==> config.mk <==
export PLATFORM = sky130hd
export DESIGN_NAME = echo_measure
export DESIGN_NICKNAME = d
export VERILOG_FILES = /design/src/rtl/sonic_pkg.sv /design/src/rtl/echo_sync.sv /design/src/rtl/echo_measure.sv
export SDC_FILE = /design/constraint.sdc
export NUM_CORES = 1
export LEC_CHECK = 0
export BUFFER_PORTS_ARGS = -buffer_cell sky130_fd_sc_hd__buf_2
export CORE_MARGIN = 5
export CORE_UTILIZATION = 32
export DETAILED_ROUTE_END_ITERATION = 10
export GPL_ROUTABILITY_DRIVEN = 1
export PLACE_DENSITY = 0.55
export SLEW_MARGIN = 20
export SYNTH_ARGS = -nofsm -noshare
export SYNTH_HDL_FRONTEND = slang
export SYNTH_HIERARCHICAL = 1
export SYNTH_SLANG_ARGS = --single-unit
==> constraint.sdc <==
create_clock -name clk -period 2.5 [get_ports clk]
set_input_delay 0.25 -clock clk [delete_from_list [all_inputs] [get_ports clk]]
set_output_delay 0.25 -clock clk [all_outputs]
set_load 0.005 [all_outputs]
==> src/rtl/sonic_pkg.sv <==
// Shared definitions for the ultrasonic ranging blocks: measurement FSM
// states, default timing constants and counter widths.
package sonic_pkg;

   localparam int unsigned US_PER_CM_DEF  = 58;
   localparam int unsigned TIMEOUT_US_DEF = 30000;
   localparam int unsigned US_CNT_W       = 15;
   localparam int unsigned CM_CNT_W       = 10;

   typedef enum logic [1:0] {
      ST_IDLE,
      ST_WAIT_RISE,
      ST_MEASURE,
      ST_DONE
   } meas_state_t;

endpackage

==> src/rtl/echo_sync.sv <==
// Multi-flop synchronizer for the asynchronous echo line, followed by a
// single edge-detect flop producing one-clk rise/fall pulses.
module echo_sync #(
   parameter int unsigned SYNC_STAGES = 2
) (
   input  logic clk,
   input  logic rst,
   input  logic din,
   output logic level,
   output logic rise,
   output logic fall
);

   logic [SYNC_STAGES-1:0] sync_q, sync_d;
   logic                   prev_q, prev_d;

   always_comb begin
      sync_d = {sync_q[SYNC_STAGES-2:0], din};
      prev_d = sync_q[SYNC_STAGES-1];
   end

   always_ff @(posedge clk) begin
      if (rst) begin
         sync_q <= '0;
         prev_q <= 1'b0;
      end else begin
         sync_q <= sync_d;
         prev_q <= prev_d;
      end
   end

   always_comb begin
      level = sync_q[SYNC_STAGES-1];
      rise  = sync_q[SYNC_STAGES-1] & ~prev_q;
      fall  = ~sync_q[SYNC_STAGES-1] & prev_q;
   end

endmodule

==> src/rtl/echo_measure.sv <==
// Echo pulse-width to distance converter: counts microsecond ticks while the
// synchronized echo is high and converts to centimetres by repeated wrap.
module echo_measure
   import sonic_pkg::*;
#(
   parameter int unsigned US_PER_CM   = US_PER_CM_DEF,
   parameter int unsigned TIMEOUT_US  = TIMEOUT_US_DEF,
   parameter int unsigned SYNC_STAGES = 2
) (
   input  logic       clk,
   input  logic       rst,
   input  logic       us_tick,
   input  logic       trig_done,
   input  logic       echo,
   output logic       busy,
   output logic [9:0] dist_cm,
   output logic       dist_valid,
   output logic       timeout
);

   localparam int unsigned SUB_W = (US_PER_CM > 1) ? $clog2(US_PER_CM) : 1;
   localparam logic [SUB_W-1:0]    SUB_LAST = SUB_W'(US_PER_CM - 1);
   localparam logic [US_CNT_W-1:0] US_LAST  = US_CNT_W'(TIMEOUT_US - 1);

   meas_state_t         state_q, state_d;
   logic [US_CNT_W-1:0] us_q, us_d;
   logic [SUB_W-1:0]    sub_q, sub_d;
   logic [CM_CNT_W-1:0] cm_q, cm_d;
   logic [9:0]          dist_q, dist_d;
   logic                timeout_q, timeout_d;

   logic echo_level, echo_rise, echo_fall;

   echo_sync #(.SYNC_STAGES(SYNC_STAGES)) u_sync (
      .clk   (clk),
      .rst   (rst),
      .din   (echo),
      .level (echo_level),
      .rise  (echo_rise),
      .fall  (echo_fall)
   );

   always_ff @(posedge clk) begin
      if (rst) begin
         state_q   <= ST_IDLE;
         us_q      <= '0;
         sub_q     <= '0;
         cm_q      <= '0;
         dist_q    <= '0;
         timeout_q <= 1'b0;
      end else begin
         state_q   <= state_d;
         us_q      <= us_d;
         sub_q     <= sub_d;
         cm_q      <= cm_d;
         dist_q    <= dist_d;
         timeout_q <= timeout_d;
      end
   end

   // dist is captured on the MEASURE->DONE edge so it is already valid
   // during the single DONE cycle that raises dist_valid.
   always_comb begin
      state_d   = state_q;
      us_d      = us_q;
      sub_d     = sub_q;
      cm_d      = cm_q;
      dist_d    = dist_q;
      timeout_d = 1'b0;
      case (state_q)
         ST_IDLE: begin
            if (trig_done) begin
               state_d = ST_WAIT_RISE;
               us_d    = '0;
               sub_d   = '0;
               cm_d    = '0;
            end
         end
         ST_WAIT_RISE: begin
            if (echo_rise) begin
               state_d = ST_MEASURE;
               us_d    = '0;
            end else if (us_tick) begin
               if (us_q == US_LAST) begin
                  timeout_d = 1'b1;
                  state_d   = ST_IDLE;
               end else begin
                  us_d = us_q + 1'b1;
               end
            end
         end
         ST_MEASURE: begin
            if (echo_fall) begin
               state_d = ST_DONE;
               dist_d  = cm_q;
            end else if (us_tick && echo_level) begin
               if (us_q == US_LAST) begin
                  timeout_d = 1'b1;
                  state_d   = ST_IDLE;
               end else begin
                  us_d = us_q + 1'b1;
                  if (sub_q == SUB_LAST) begin
                     sub_d = '0;
                     cm_d  = cm_q + 1'b1;
                  end else begin
                     sub_d = sub_q + 1'b1;
                  end
               end
            end
         end
         ST_DONE: state_d = ST_IDLE;
         default: state_d = ST_IDLE;
      endcase
   end

   always_comb begin
      busy       = (state_q != ST_IDLE);
      dist_valid = (state_q == ST_DONE);
      dist_cm    = dist_q;
      timeout    = timeout_q;
   end

endmodule
==> metrics <==
outcome=finished clean; pre-CTS setup slack=roughly 250 ps; Synth Instances=around 290; DR vias/cell=around 5.1; sw frac=24.8%; Hold Violations, Final=0; Synth-to-Final Area Change=15.0%; Worst Slack Setup Final=roughly 270 ps; # DRC=0; Die X-Extent=95.8 um; clk root buf=clkbuf_8; Post-CTS Setup Bufs=0; crit-path cells=inv_1, ha_1, nor2b_1, a2111o_1, nor4b_1, xnor2_1, nor2_1; Critical Path End Type=flop; Max-slew headroom=59.1%; WS Path Type=flop to flop; WP buf/inv=1; Synth area leader=dfxtp_1; Netlist cell types=47; EDFF count, synth=0; Overall Global Routing Usage=roughly an eighth; RSZ-0062 raised after global routing=false; total gr overflow=0; nets=roughly 330; share of total power in the clock network=just under 40%; period utilization=89.1%; syn avg cell area=about 8.2 sq um; setup TNS=0 ps; # IOs=18; Worst Hold Class=primary input to flop; Antenna diodes=0; IO Port Bufs=17; crit path time final=between 2000 and 2500 ps; Pins Over Slew Limit=0; total CTS buffers=5; P_sw=approximately 0.37 mW; Critical Path AT=2420 ps; power per cell area=between 500 and 600 nW/um^2; Routed Antenna Nets=0; DP HPWL=3710 um; synthesized net count=303; CP peak stage delay=540 ps; DR iter-0 viols=83; HP Start=echo; CTS tree=yes; Die Y=95.8 um; initial core utilization=between 30% and 40%; Clock Skews=9.18 ps; beginning of the critical path=state_q[1]$_SDFFE_PP0P_; Yosys warnings=6; Core Footprint=7210 sq um; Max Cap Violations=0; clk slew on worst S/H paths=100 ps; Util after Layout=37.6%; post_cts resized=0; Max rail drop VDD=0.000270 V; FFs w/ async S/R, synth=0%; Routed WL per cell=approximately 13 um; Power Internal=1.11 mW; Skew-Pair Late Insertion Delay=310 ps; pin count of the biggest net entering global routing=29; sequential power share=51.8%; maximum clock insertion buffer count=2; leakage=0.914 nW; Crit-path slowest cell=a2111o_1; GP Congestion=0.835; Hold-fix buffers, CTS=0; initial antenna violation count=0; largest cells by area after synthesis=dfxtp_1 (40%), nand2_1 (7.0%), a21oi_1 (5.5%); commonest non-fill, non-tap cell in the layout=dfxtp_1; Clock H-tree levels=2; vias in the first global route=1,946; First-pass DRT Iterations=4; first-pass GRT wire length=8900 um; Slew @ Worst Pin=607 ps; layout cells sized above 1=12.4%; routed wire length=5220 um; ys flop type=dfxtp_1; Core Rows=31; Top Family by Delay on Critical Path=simple AND/OR/NAND/NOR gates; CP max FO=9; Setup Viol. Count Final=0; die area=9180 sq um; synthesized area=2360 sq um; register bit total from synthesis=between 40 and 50; via count=2,093; sequential share of the synthesized area=39.9%; share of the synthesized area in the top cell type=39.9%; CP required=2690 ps; CTS sink cnt=47; Combinational Power Share=approximately 9%; commonest non-fill, non-tap cells in the layout=dfxtp_1 (47), nand2_1 (44), a21oi_1 (26), nor2_1 (24), buf_2 (17); Reg2Reg Launch Point=state_q[1]$_SDFFE_PP0P_; CP startpoint kind=flop; achievable frequency=0.449 GHz
layout make-up:
| cell class | count | area (sq um) |
|---|---|---|
| clock buffer | 5 | 68.8 |
| tap | 99 | 124 |
| sequential | 47 | 941 |
| fill | 781 | 4500 |
| multi-input combinational | 224 | 1340 |
| clock inverter | 3 | 47.5 |
| timing repair buffer | 27 | 160 |
| inverter | 8 | 30.0 |
registers in the layout, indices dropped and copies added, names as in the netlist:
register       cells
dist_cm           10
us_q              15
u_sync/sync_q      2
cm_q              10
timeout            1
state_q            2
sub_q              6
u_sync/prev_q      1
power by group through the flow:
stage | Clock, mW | Sequential, mW | Combinational, mW
2_1_floorplan | 0 | 0.779 | 0.0956
3_3_place_gp | 0 | 0.780 | 0.135
3_5_place_dp | 0 | 0.780 | 0.135
4_1_cts | 0.600 | 0.763 | 0.136
5_1_grt | 0.629 | 0.765 | 0.151
6_report | 0.576 | 0.763 | 0.135
synthesized netlist by cell type, drive strengths merged (3+ instances only):
library cell / number
nand4: 6
o31ai: 5
dfxtp: 47
xnor2: 9
nor2: 25
inv: 8
nor2b: 8
nand4b: 3
xor2: 4
nor4: 7
and3: 4
nor3: 10
nand2: 44
ha: 9
or4: 6
a21oi: 26
a21o: 3
clkbuf: 7
buf: 3
nand3: 16
o21ai: 11
final timing paths:
| kind | slack [ps] | depth (start not counted) | end |
|---|---|---|---|
| worst min-delay path | 150 | 2 | u_sync/sync_q[0]$_SDFF_PP0_ |
| worst min register to register | 450 | 1 | u_sync/sync_q[1]$_SDFF_PP0_ |
| worst max register to register | 270 | 7 | us_q[13]$_SDFFE_PP0P_ |
| worst max-delay path | 270 | 7 | us_q[13]$_SDFFE_PP0P_ |
per-layer routing:
layer / vias up / wire length, um / track usage (%)
li1: 1091 / - / -
met1: 968 / 2590 / 15.7
met2: 27 / 2390 / 20.0
met3: 7 / 174 / 2.58
met4: 0 / 70 / 4.62
met5: - / 0 / 0
per-stage QoR:
stage / cell area (sq um) / cells / hold slack, ps / power [mW]
6_report: 2710 / 413 / 153 / 1.47
5_1_grt: 2710 / 413 / 154 / 1.54
4_1_cts: 2710 / 413 / 142 / 1.50
3_5_place_dp: 2590 / 405 / 427 / 0.915
3_3_place_gp: 2590 / 405 / 415 / 0.915
2_1_floorplan: 2360 / 289 / 322 / 0.875
cells by family (layout without fill, tap and decap cells):
logic type	after synthesis	in the layout	share of synthesized area [%]
XOR/XNOR	13	13	4.83
buffers and inverters	18	43	3.29
AND/OR/NAND/NOR	140	140	30.4
multiplexers	1	1	0.425
flip-flops	47	47	39.9
AO/OA/AOI/OAI	61	61	16.3
adder cells (fa/ha/maj)	9	9	4.78
No activity file was read; power rests on OpenSTA's default activity.
